`src/rtl/distance_countdown_ctrl_if.sv`:
```
// Control/readout bundle between the game FSM, the VGA timing generator and
// the distance countdown controller. Define DISTANCE_CTRL_BOOST_EN to add the
// i_boost request line.
interface distance_countdown_ctrl_if;
  logic        i_v_sync;
  logic        i_start;
  logic        i_pause;
  logic        i_load;
  logic [11:0] i_load_value;
`ifdef DISTANCE_CTRL_BOOST_EN
  logic        i_boost;
`endif
  logic [3:0]  o_hundreds;
  logic [3:0]  o_tens;
  logic [3:0]  o_units;
  logic        o_running;
  logic        o_done;
  logic [1:0]  o_state;

  modport master (
`ifdef DISTANCE_CTRL_BOOST_EN
    output i_boost,
`endif
    output i_v_sync, i_start, i_pause, i_load, i_load_value,
    input  o_hundreds, o_tens, o_units, o_running, o_done, o_state
  );

  modport slave (
`ifdef DISTANCE_CTRL_BOOST_EN
    input  i_boost,
`endif
    input  i_v_sync, i_start, i_pause, i_load, i_load_value,
    output o_hundreds, o_tens, o_units, o_running, o_done, o_state
  );
endinterface

```
`src/rtl/distance_countdown_ctrl.sv`:
```
// Distance readout sequencer: owns the 3-digit BCD distance, prescales VGA
// frames into countdown steps and decrements the value until 000.
// Optional macro DISTANCE_CTRL_BOOST_EN: adds i_boost, which halves the
// number of frames per step while in RUN.
//
// state   | meaning
// --------+-----------------------------------------------------------
// IDLE    | value held, waiting for i_start
// RUN     | counting frames, decrementing once per step
// PAUSED  | frozen by i_pause, prescaler count kept
// DONE    | value reached 000, waiting for i_start to restart
module distance_countdown_ctrl #(
  parameter int          FRAMES_PER_STEP = 80,
  parameter logic [11:0] START_VALUE     = 12'h200
) (
  input logic                       i_clk,
  input logic                       i_rst_n,
  distance_countdown_ctrl_if.slave  bus
);

  typedef enum logic [1:0] {
    ST_IDLE   = 2'b00,
    ST_RUN    = 2'b01,
    ST_PAUSED = 2'b10,
    ST_DONE   = 2'b11
  } state_t;

  localparam logic [7:0] FULL_TC = 8'(FRAMES_PER_STEP - 1);
`ifdef DISTANCE_CTRL_BOOST_EN
  localparam logic [7:0] HALF_TC = 8'((FRAMES_PER_STEP / 2) - 1);
`endif

  state_t      state_q, state_d;
  logic [11:0] digits_q, digits_d;
  logic [7:0]  presc_q, presc_d;
  logic        sync1_q, sync1_d;
  logic        sync2_q, sync2_d;
  logic        hist_q, hist_d;
  logic        running_q, running_d;
  logic        done_q, done_d;
  logic        frame_tick;
  logic        term_hit;
  logic [11:0] dec_value;

  function automatic logic [3:0] nib_clamp(input logic [3:0] n);
    return (n > 4'd9) ? 4'd9 : n;
  endfunction

  function automatic logic [11:0] bcd_dec(input logic [11:0] v);
    logic [3:0] h, t, u;
    h = v[11:8];
    t = v[7:4];
    u = v[3:0];
    if (u != 4'd0) begin
      u = u - 4'd1;
    end else if (t != 4'd0) begin
      t = t - 4'd1;
      u = 4'd9;
    end else begin
      h = h - 4'd1;
      t = 4'd9;
      u = 4'd9;
    end
    return {h, t, u};
  endfunction

  // Next-state, datapath and output computation; defaults hold everything.
  always_comb begin
    sync1_d    = bus.i_v_sync;
    sync2_d    = sync1_q;
    hist_d     = sync2_q;
    frame_tick = sync2_q & ~hist_q;
`ifdef DISTANCE_CTRL_BOOST_EN
    // >= rather than == so that raising boost past the halved count
    // steps on the very next tick.
    term_hit   = bus.i_boost ? (presc_q >= HALF_TC) : (presc_q >= FULL_TC);
`else
    term_hit   = (presc_q >= FULL_TC);
`endif
    dec_value  = bcd_dec(digits_q);

    state_d  = state_q;
    digits_d = digits_q;
    presc_d  = presc_q;
    done_d   = 1'b0;

    if (bus.i_load) begin
      digits_d = {nib_clamp(bus.i_load_value[11:8]),
                  nib_clamp(bus.i_load_value[7:4]),
                  nib_clamp(bus.i_load_value[3:0])};
      presc_d  = 8'd0;
      state_d  = ST_IDLE;
    end else begin
      case (state_q)
        ST_IDLE: begin
          if (bus.i_start) begin
            if (digits_q == 12'h000) begin
              state_d = ST_DONE;
              done_d  = 1'b1;
            end else begin
              state_d = ST_RUN;
              presc_d = 8'd0;
            end
          end
        end
        ST_RUN: begin
          if (bus.i_pause) begin
            // Entering pause discards any coincident tick or step.
            state_d = ST_PAUSED;
          end else if (frame_tick) begin
            if (term_hit) begin
              presc_d  = 8'd0;
              digits_d = dec_value;
              if (dec_value == 12'h000) begin
                state_d = ST_DONE;
                done_d  = 1'b1;
              end
            end else begin
              presc_d = presc_q + 8'd1;
            end
          end
        end
        ST_PAUSED: begin
          if (!bus.i_pause) begin
            state_d = ST_RUN;
          end
        end
        ST_DONE: begin
          if (bus.i_start) begin
            digits_d = START_VALUE;
            presc_d  = 8'd0;
            state_d  = ST_RUN;
          end
        end
        default: state_d = ST_IDLE;
      endcase
    end

    running_d = (state_d == ST_RUN);
  end

  // State, datapath and synchronizer registers with synchronous reset.
  always_ff @(posedge i_clk) begin
    if (!i_rst_n) begin
      state_q   <= ST_IDLE;
      digits_q  <= START_VALUE;
      presc_q   <= 8'd0;
      sync1_q   <= 1'b0;
      sync2_q   <= 1'b0;
      hist_q    <= 1'b0;
      running_q <= 1'b0;
      done_q    <= 1'b0;
    end else begin
      state_q   <= state_d;
      digits_q  <= digits_d;
      presc_q   <= presc_d;
      sync1_q   <= sync1_d;
      sync2_q   <= sync2_d;
      hist_q    <= hist_d;
      running_q <= running_d;
      done_q    <= done_d;
    end
  end

  assign bus.o_hundreds = digits_q[11:8];
  assign bus.o_tens     = digits_q[7:4];
  assign bus.o_units    = digits_q[3:0];
  assign bus.o_running  = running_q;
  assign bus.o_done     = done_q;
  assign bus.o_state    = state_q;

endmodule

```
`src/flat_wrapper.sv`:
```
// flat-port wrapper written by rule: the top's interface ports become plain ports
module distance_countdown_ctrl_flat 
#(
  parameter int          FRAMES_PER_STEP = 80,
  parameter logic [11:0] START_VALUE     = 12'h200
)
  (i_clk, i_rst_n, bus_i_v_sync, bus_i_start, bus_i_pause, bus_i_load, bus_i_load_value, bus_o_hundreds, bus_o_tens, bus_o_units, bus_o_running, bus_o_done, bus_o_state);
  distance_countdown_ctrl_if bus_i ();
  input logic i_clk;
  input logic i_rst_n;
  input wire logic [$bits(bus_i.i_v_sync)-1:0] bus_i_v_sync;
  input wire logic [$bits(bus_i.i_start)-1:0] bus_i_start;
  input wire logic [$bits(bus_i.i_pause)-1:0] bus_i_pause;
  input wire logic [$bits(bus_i.i_load)-1:0] bus_i_load;
  input wire logic [$bits(bus_i.i_load_value)-1:0] bus_i_load_value;
  output wire logic [$bits(bus_i.o_hundreds)-1:0] bus_o_hundreds;
  output wire logic [$bits(bus_i.o_tens)-1:0] bus_o_tens;
  output wire logic [$bits(bus_i.o_units)-1:0] bus_o_units;
  output wire logic [$bits(bus_i.o_running)-1:0] bus_o_running;
  output wire logic [$bits(bus_i.o_done)-1:0] bus_o_done;
  output wire logic [$bits(bus_i.o_state)-1:0] bus_o_state;
  assign bus_i.i_v_sync = bus_i_v_sync;
  assign bus_i.i_start = bus_i_start;
  assign bus_i.i_pause = bus_i_pause;
  assign bus_i.i_load = bus_i_load;
  assign bus_i.i_load_value = bus_i_load_value;
  assign bus_o_hundreds = bus_i.o_hundreds;
  assign bus_o_tens = bus_i.o_tens;
  assign bus_o_units = bus_i.o_units;
  assign bus_o_running = bus_i.o_running;
  assign bus_o_done = bus_i.o_done;
  assign bus_o_state = bus_i.o_state;
  distance_countdown_ctrl #(.FRAMES_PER_STEP(FRAMES_PER_STEP), .START_VALUE(START_VALUE)) u_core (.i_clk(i_clk), .i_rst_n(i_rst_n), .bus(bus_i));
endmodule
```
`config.mk`:
```
export PLATFORM = sky130hd
export DESIGN_NAME = distance_countdown_ctrl_flat
export DESIGN_NICKNAME = d
export VERILOG_FILES = /design/src/rtl/distance_countdown_ctrl_if.sv /design/src/rtl/distance_countdown_ctrl.sv /design/src/flat_wrapper.sv
export SDC_FILE = /design/constraint.sdc
export NUM_CORES = 1
export LEC_CHECK = 0
export BUFFER_PORTS_ARGS = -buffer_cell sky130_fd_sc_hd__buf_2
export CAP_MARGIN = 10
export CELL_PAD_IN_SITES_DETAIL_PLACEMENT = 0
export CELL_PAD_IN_SITES_GLOBAL_PLACEMENT = 1
export CORE_UTILIZATION = 42
export DETAILED_ROUTE_END_ITERATION = 12
export PLACE_DENSITY = 0.88
export SLEW_MARGIN = 20
export SYNTH_ARGS = -nofsm -noshare
export SYNTH_HDL_FRONTEND = slang
export SYNTH_SLANG_ARGS = --single-unit
```
`constraint.sdc`:
```
create_clock -name i_clk -period 5.7 [get_ports i_clk]
set_clock_uncertainty 0.2 [all_clocks]
set_input_delay 1.14 -clock i_clk [delete_from_list [all_inputs] [get_ports i_clk]]
set_output_delay 1.14 -clock i_clk [all_outputs]
set_load 0.01 [all_outputs]
```
==> results of run 1 <==
## registers in the layout, summed over array words and instances, names as in the netlist
name                  count
u_core.sync1_q            1
u_core.bus.o_state        2
u_core.digits_q          12
u_core.hist_q             1
u_core.bus.o_done         1
u_core.hist_d             1
u_core.presc_q            8
u_core.bus.o_running      1
## layout by cell type (no fill, tap or decap), types with 2 or more instances in the layout
master / n
o21ai_0: 15
dfxtp_1: 27
a21oi_1: 21
nand3_1: 10
and2_1: 6
nor3b_1: 4
or3_1: 2
clkbuf_8: 3
a22oi_1: 3
nand4b_1: 3
o21a_1: 4
nor4_1: 8
nand2_1: 16
or4_1: 4
a211o_1: 2
a222oi_1: 2
and3_1: 2
xnor2_1: 3
nand2b_1: 2
a31oi_1: 4
mux2_2: 2
nor2b_1: 6
inv_1: 3
nand4_1: 3
a221oi_1: 2
buf_2: 33
nor2_1: 12
ha_1: 3
a211oi_1: 2
nor3_1: 7
## area by class of cell
cell class                      instances  area [um2]
Clock buffer                            3        41.3
Tap cell                               48        60.1
Sequential cell                        27         541
Multi-Input combinational cell        164        1010
Inverter                                3        11.3
Fill cell                             381        1820
Timing Repair Buffer                   33         165
Clock inverter                          1        5.00
## worst max-delay path by stage
stage	end	slack (ps)	cells past startpoint
final	u_core.digits_q[5]	3010	6
after global routing	u_core.digits_q[10]	2900	6
after CTS	u_core.digits_q[11]	2910	6
after detailed placement	u_core.digits_q[5]	2600	6
after global placement	u_core.digits_q[6]	2620	6
after floorplan	u_core.digits_q[11]	3150	6
## power groups by stage
stage / Combinational (W) / Clock, W / Sequential (W)
after floorplan: 0.0000557 / 0 / 0.000210
after global placement: 0.0000784 / 0 / 0.000213
after detailed placement: 0.0000780 / 0 / 0.000213
after CTS: 0.0000785 / 0.000115 / 0.000208
after global routing: 0.0000878 / 0.000121 / 0.000211
final: 0.0000790 / 0.000112 / 0.000209
## cells by family after synthesis
group	share of synthesized area (%)
and+or+nand+nor	31.7
AOI/OAI and AO/OA	25.6
DFF	33.6
buffers and inverters	3.66
xor gates and xnor gates	1.64
adders and majority gates	2.34
muxes	1.40
## worst max-delay path, cell delays in order
cell and delay, ps:
buf_2 120, nor3b_1 360, mux2_2 260, a31oi_2 270, a222oi_1 440, nor2_1 60
## routing by layer
layer	part of all wire [%]	track usage, %	up-vias
met3	6.9	5.36	4
li1	-	-	834
met5	0	0	-
met2	45	33.4	63
met4	0.42	3.41	0
met1	48	27.6	772
## stage by stage
step	cells	worst slack [ps]	instance area, um2
floorplan	204	3150	1610
global placement	275	2620	1780
detailed placement	275	2600	1780
CTS	279	2910	1830
global route	279	2900	1840
finish	279	3010	1840
==> flow_summary.ini, run 1 <==
[pwr]
intPower_w = 0.000278
cellPowerDensity_mw_per_mm2 = 217
pwr-share-seq_pct = 52.3
comb_power_share_pct = 19.8
p_clk_share_pct = 28.0
switchingPower_w = 0.000122
vdd_drop_max_mv = 0.184
p_leak_nw = 0.696
swShare_pct = 30.5
total_power_w = 0.000399

[placement]
place_congestion = 0.772
post-dp-hpwl_um = 2940
numPortBuffers = 33

[worst_setup_path]
timing.rr.end = u_core.bus.o_running
worstSetupStartpointType = input pin
critical_path_class = input pin to flip-flop
cp.arrival_ps = 2660
critPathLaunch = bus_i_pause
r2r_start = u_core.digits_q[8]
required_ps = 5660
endpoint_kind = flip-flop
cp_max_fo = 14
reg2regPathDepth = 7
reg2reg_slack_ps = 3020

[final_layout]
fin_util_pct = 50.2
num-nets-final = 253
layout-area-overhead-vs-synth_pct = 14.3
drive_gt1_share_pct = 19.0
n_antenna_cell = 0

[run_status]
status = completed

[floorplanning]
start_util_pct = 43.9
io_pins = 34
rows = 22
core-area_mm2 = 0.00366
chipWidth_um = 63.8
dieHeight_um = 63.8
dieArea_mm2 = 0.00408

[synth]
avgSynthCellArea_um2 = 7.88
synth_commonest_cells = 27 x dfxtp_1, 21 x a21oi_1, 16 x nand2_1, 15 x o21ai_0, 12 x nor2_1
ys_seq_area_share_pct = 33.6
synth_area_mm2 = 0.00161
synth.area.top_cells = dfxtp_1 34%, a21oi_1 6.5%, o21ai_0 4.7%
synth_warnings = 0
syn_nets = 225
ys_types = 47
synth_top_area_share_pct = 33.6
ys_ff_latch = 27
async_flop_share_pct = 0
synth_edf_count = 0
syn_inst = 204
yosysMostFrequentCell = dfxtp_1
synth.largest_area_cell = dfxtp_1
synth_ff_type = dfxtp_1

[timing]
final-hold-violation-count = 0
fmax_ghz = 0.371
period_needed_ps = 2690
slew_viol_final = 0
slew_headroom_pct = 44.6
rsz0062_at_grt = no
worst_pin_slew_ps = 823
setup_viol = 0
tns_ps = 0
finalCritPeriodShare_pct = 47.3
holdWs_ps = 243

[route]
routed_wl_um = 4010
first_iter_violations = 104
wl_per_cell_um = 14.4
viasPerCell = 6.00
ant_nets = 0
drc = 0
firstDrtPassIters = 4
num_vias = 1673

[clocking]
root_buffer = clkbuf_8
insertion_delay_ps = 280
ctsHoldBuffers = 0
cts_tree = yes
path_clk_slew_ps = 100
cts.sinks = 27
numCtsBuffers = 3
cts_setup_buffers = 0
ctsLongestPathBuffers = 2
postCtsResizedCells = 0
h-tree-depth = 1

[global_route]
grt_start_max_net_pins = 17
first_global_vias = 1473
grt_pass1_wl_um = 6760
gr-total-overflow = 0
antenna_found_initial = 0
grt.total_usage_pct = 20.6

[hold_path]
holdPathEnd = u_core.hist_d
worstHoldStart = u_core.sync1_q
hold_depth = 1
hold_class = flip-flop to flip-flop

[flow_run]
drv_cap = 0
Note: power is estimated with default switching activity, not from simulation.
==> run 2, diff against run 1 <==
CORE_UTILIZATION = 39   (was 42)
PLACE_DENSITY = 0.82   (was 0.88)
clock period = 2.5 ns   (was 5.7 ns; I/O delays follow)
==> run 2 against run 1 <==
Power rose by 140%. Largest power group unchanged. First-iteration DRC count rose by 0.96%. Largest cell class unchanged. Worst hold slack got worse by 7.1 ps. Flip-flop and latch count did not move. Clock-buffer cell count did not move. Via count rose by 4.5%. Worst setup slack got worse by 2900 ps. Clock power rose by 130%.
==> flow_summary.ini, run 2 (same netlist as run 1, synthesis figures left out) <==
[run_status]
status = completed

[final_layout]
fill_cells = 396
largest_register_ffs = 12
drive_gt1_share_pct = 28.4
final_cell_mix = 33 x buf_2, 26 x buf_4, 25 x dfxtp_1
n_antenna_cell = 0
layout-area-overhead-vs-synth_pct = 27.6
num-nets-final = 279
final_cells = 305
mostFrequentLayoutCell = buf_2
regMostFlops = u_core.digits_q

[placement]
post-dp-hpwl_um = 3420
place_congestion = 0.873
dp.cells = 301
post-place-ws_ps = 0.607
numPortBuffers = 33

[floorplanning]
chipWidth_um = 66.2
dieHeight_um = 66.2
core-area_mm2 = 0.00380
io_pins = 34
start_util_pct = 42.3
dieArea_mm2 = 0.00438
rows = 22

[global_route]
grt_pass1_wl_um = 7670
grt.total_usage_pct = 22.6
grt_start_max_net_pins = 16
gr-total-overflow = 0
antenna_found_initial = 0
first_global_vias = 1640

[timing]
slew_headroom_pct = 65.9
worst_pin_slew_ps = 509
period_needed_ps = 2420
slew_viol_final = 0
final-hold-violation-count = 0
rsz0062_at_grt = no
finalCritPeriodShare_pct = 97.0
fin_ws_ps = 75.1
fmax_ghz = 0.412
setup_viol = 0
tns_ps = 0

[worst_setup_path]
cpMaxStageDelayCell = or4b_4
worstSetupStartpointType = flip-flop
endpoint_kind = flip-flop
critical_path_class = flip-flop to flip-flop
cp_cell_sequence = inv_1, ha_1, or4b_4, nor4_4, a211o_1, or4b_1, and3_1
reg2reg_slack_ps = 80
cp_max_fo = 2
cp.arrival_ps = 2410
required_ps = 2480
critPathMaxStageDelay_ps = 500

[pwr]
cellPowerDensity_mw_per_mm2 = 470
vdd_drop_max_mv = 0.270
pwr-share-seq_pct = 47.6
intPower_w = 0.000673
comb_power_share_pct = 26.2
p_clk_share_pct = 26.3
p_leak_nw = 0.830
switchingPower_w = 0.000291
swShare_pct = 30.2

[route]
first_iter_violations = 105
drc = 0
viasPerCell = 5.73
ant_nets = 0
num_vias = 1749
wl_per_cell_um = 14.7
firstDrtPassIters = 5
routed_wl_um = 4480

[hold_path]
hold_class = input pin to flip-flop

[flow_run]
drv_cap = 0

[clocking]
numCtsBuffers = 3
path_clk_slew_ps = 100
insertion_delay_ps = 280
h-tree-depth = 1
ctsLongestPathBuffers = 2
cts.sinks = 27
cts_tree = yes
root_buffer = clkbuf_8
==> run 2: per-stage QoR <==
step	total power [W]	cell area (um2)	hold slack (ps)	util [%]
after floorplan	0.000606	1610	212	-
after global placement	0.000710	1980	213	52.2
after detailed placement	0.000711	1980	231	52.2
after CTS	0.000961	2030	231	53.6
after global routing	0.00102	2050	231	54.0
final	0.000964	2050	235	54.0
==> run 2: metal layers <==
metal,track usage [%],vias up,wire length [um]
met2,36.5,61,1960
met1,31.3,794,2200
met3,3.79,8,256
li1,-,886,-
met5,0,-,0
met4,4.79,0,57
==> run 2: repair_timing <==
item | 4_1_cts | 5_1_grt
buffers inserted | 0 | 0
resized for setup | 1 | 4
hold endpoints to repair | 0 | 0
hold buffers | 0 | 0
pin swaps | 0 | 1
endpoints found under the setup margin | 1 | 2
==> run 2: worst paths after layout <==
| path | depth (start not counted) | endpoint | start |
|---|---|---|---|
| hold reg to reg | 1 | u_core.hist_d | u_core.sync1_q |
| setup reg to reg | 7 | u_core.bus.o_running | u_core.digits_q[8] |
| hold / removal | 2 | u_core.sync1_q | bus_i_v_sync |
| setup / recovery | 7 | u_core.bus.o_running | u_core.digits_q[8] |
==> run 2: power groups by stage <==
stage / registers (W) / clock network, W / logic (W)
final: 0.000458 / 0.000253 / 0.000252
after global routing: 0.000460 / 0.000276 / 0.000279
after CTS: 0.000458 / 0.000258 / 0.000246
after detailed placement: 0.000468 / 0 / 0.000243
after global placement: 0.000467 / 0 / 0.000243
after floorplan: 0.000479 / 0 / 0.000127
==> run 2: area by class of cell <==
class                           count  area, um2  share of cell area (%)
Sequential cell                    27        543                    26.5
Inverter                            3       11.3                   0.549
Clock inverter                      1       5.00                   0.244
Clock buffer                        3       41.3                    2.01
Timing Repair Buffer               59        360                    17.6
Tap cell                           48       60.1                    2.93
Multi-Input combinational cell    164       1030                    50.2
==> run 2: worst max-delay path: cells and delay by family, from the launching register on <==
kind	cells	cell delay [ps]
buffers and inverters	1	50
and+or+nand+nor	4	1390
AOI/OAI and AO/OA	1	150
DFF	1	340
adders and majority gates	1	210
==> run 3, diff against run 2 <==
==> constraint.sdc (replaced) <==
create_clock -name i_clk -period 2.5 [get_ports i_clk]
set_clock_uncertainty 0.2 [all_clocks]
set_input_delay 0.125 -clock i_clk [delete_from_list [all_inputs] [get_ports i_clk]]
set_output_delay 0.125 -clock i_clk [all_outputs]
set_load 0.01 [all_outputs]
==> run 3 against run 2 <==
First-iteration DRC count grew 41%. Power grew 1.5%. Sequential power is essentially flat. Fmax grew 3.0%. Clock-buffer cell count is the same. Die area is the same. Flip-flop and latch count is the same. Worst hold slack lost 220 ps. Worst setup slack gained 71 ps. Via count grew 3.6%. Register-to-register slack gained 70 ps. Critical endpoint unchanged.
==> flow_summary.ini, run 3 (same netlist as run 1, synthesis figures left out) <==
[floorplanning]
dieHeight_um = 66.2
start_util_pct = 42.3
dieArea_mm2 = 0.00438
rows = 22
core-area_mm2 = 0.00380
io_pins = 34
chipWidth_um = 66.2

[global_route]
grtUsageMet2_pct = 40.7
gr-total-overflow = 0
grt_pass1_wl_um = 8100
antenna_found_initial = 0
grt_start_max_net_pins = 16
use_met3_pct = 4.66
grt_util_met1_pct = 30.5
first_global_vias = 1781
grt.total_usage_pct = 24.0
busiest_layer = met2

[pwr]
p_leak_nw = 0.874
intPower_w = 0.000684
pwr-share-seq_pct = 46.8
vdd_drop_max_mv = 0.342
comb_power_share_pct = 27.1
switchingPower_w = 0.000294
cellPowerDensity_mw_per_mm2 = 455
swShare_pct = 30.0
p_clk_share_pct = 26.0

[final_layout]
regMostFlops = u_core.digits_q
final_cell_mix = 33 x buf_2, 25 x buf_4, 25 x dfxtp_1
n_antenna_cell = 0
drive_gt1_share_pct = 27.3
design_area_mm2 = 0.00215
num-nets-final = 289
layout-area-overhead-vs-synth_pct = 33.7
fill_cells = 377
final_cells = 315
largest_register_ffs = 12
mostFrequentLayoutCell = buf_2

[clocking]
cts.sinks = 27
h-tree-depth = 1
ctsLongestPathBuffers = 2
numCtsBuffers = 3
path_clk_slew_ps = 100
root_buffer = clkbuf_8
insertion_delay_ps = 280
cts_tree = yes

[flow_run]
drv_cap = 0

[worst_setup_path]
timing.rr.end = u_core.bus.o_running
endpoint_kind = flip-flop
reg2reg_slack_ps = 150
r2r_start = u_core.digits_q[9]
cp_max_fo = 2
reg2regPathDepth = 7
critical_path_class = flip-flop to flip-flop
worstSetupStartpointType = flip-flop
required_ps = 2490
cp.arrival_ps = 2340

[hold_path]
worstHoldStart = bus_i_load_value[7]
holdPathEnd = u_core.digits_q[7]
hold_class = input pin to flip-flop
hold_depth = 3

[route]
drc = 0
firstDrtPassIters = 4
wl_per_cell_um = 14.7
first_iter_violations = 148
routed_wl_um = 4630
viasPerCell = 5.75
ant_nets = 0
num_vias = 1812

[placement]
placed_area_mm2 = 0.00197
post-dp-hpwl_um = 3350
place_congestion = 0.829
numPortBuffers = 33
dp.cells = 299

[timing]
final-hold-violation-count = 0
finalCritPeriodShare_pct = 94.2
worst_pin_slew_ps = 512
slew_viol_final = 0
rsz0062_at_grt = no
fmax_ghz = 0.425
slew_headroom_pct = 65.7
tns_ps = 0
setup_viol = 0
holdWs_ps = 12.4
period_needed_ps = 2350

[run_status]
status = completed
run 3: cell types whose count changed in the layout (fill, tap and decap cells not counted), sizes merged:
cell	change
buf	-1
dlygate4sd3	+11
run 3: metrics by stage:
step	util, %	power, W	worst slack (ps)
6_report	56.6	0.000978	146
5_1_grt	56.6	0.00104	26.6
4_1_cts	55.9	0.000969	31.9
3_5_place_dp	51.8	0.000709	33.2
3_3_place_gp	51.8	0.000707	70.6
2_1_floorplan	-	0.000606	13.5
run 3: metal layers:
metal,wire length (um),up-vias
li1,-,902
met1,2280,856
met2,2120,48
met3,177,6
met4,52,0
met5,0,-
run 3: worst max-delay path by stage:
| stage | from | endpoint | slack, ps | cells past startpoint |
|---|---|---|---|---|
| floorplan | u_core.digits_q[8] | u_core.bus.o_running | 10 | 7 |
| global placement | u_core.digits_q[8] | u_core.bus.o_running | 70 | 7 |
| detailed placement | u_core.digits_q[9] | u_core.bus.o_running | 30 | 7 |
| CTS | u_core.digits_q[9] | u_core.bus.o_running | 30 | 7 |
| global route | u_core.digits_q[9] | u_core.bus.o_running | 30 | 7 |
| finish | u_core.digits_q[9] | u_core.bus.o_running | 150 | 7 |
run 3: power groups by stage:
stage / combinational, W / clock (W) / sequential [W]
after floorplan: 0.000127 / 0 / 0.000479
after global placement: 0.000241 / 0 / 0.000466
after detailed placement: 0.000241 / 0 / 0.000467
after CTS: 0.000255 / 0.000257 / 0.000457
after global routing: 0.000294 / 0.000284 / 0.000461
final: 0.000265 / 0.000255 / 0.000458
run 3: what timing repair did:
action / 4_1_cts / 5_1_grt
buffers inserted: 0 / 1
hold buffers: 11 / 0
resized for setup: 0 / 5
hold endpoints to repair: 12 / 0
endpoints found under the setup margin: 0 / 2
run 3: layout make-up:
type | instances | area, um2 | area share (%)
multi-input cells | 164 | 1020 | 47.7
flip-flops and latches | 27 | 543 | 25.3
repair buffers | 69 | 463 | 21.5
well taps | 48 | 60.1 | 2.80
clock buffers | 3 | 41.3 | 1.92
inverters | 3 | 11.3 | 0.524
clock inverters | 1 | 5.00 | 0.233
run 3: worst max-delay path, cell delays in order, from the launching register on:
cell and delay, ps:
dfxtp_2 340, inv_1 50, ha_1 190, or4b_4 480, nor4_2 210, a211o_1 150
or4b_4 460, and3_1 190
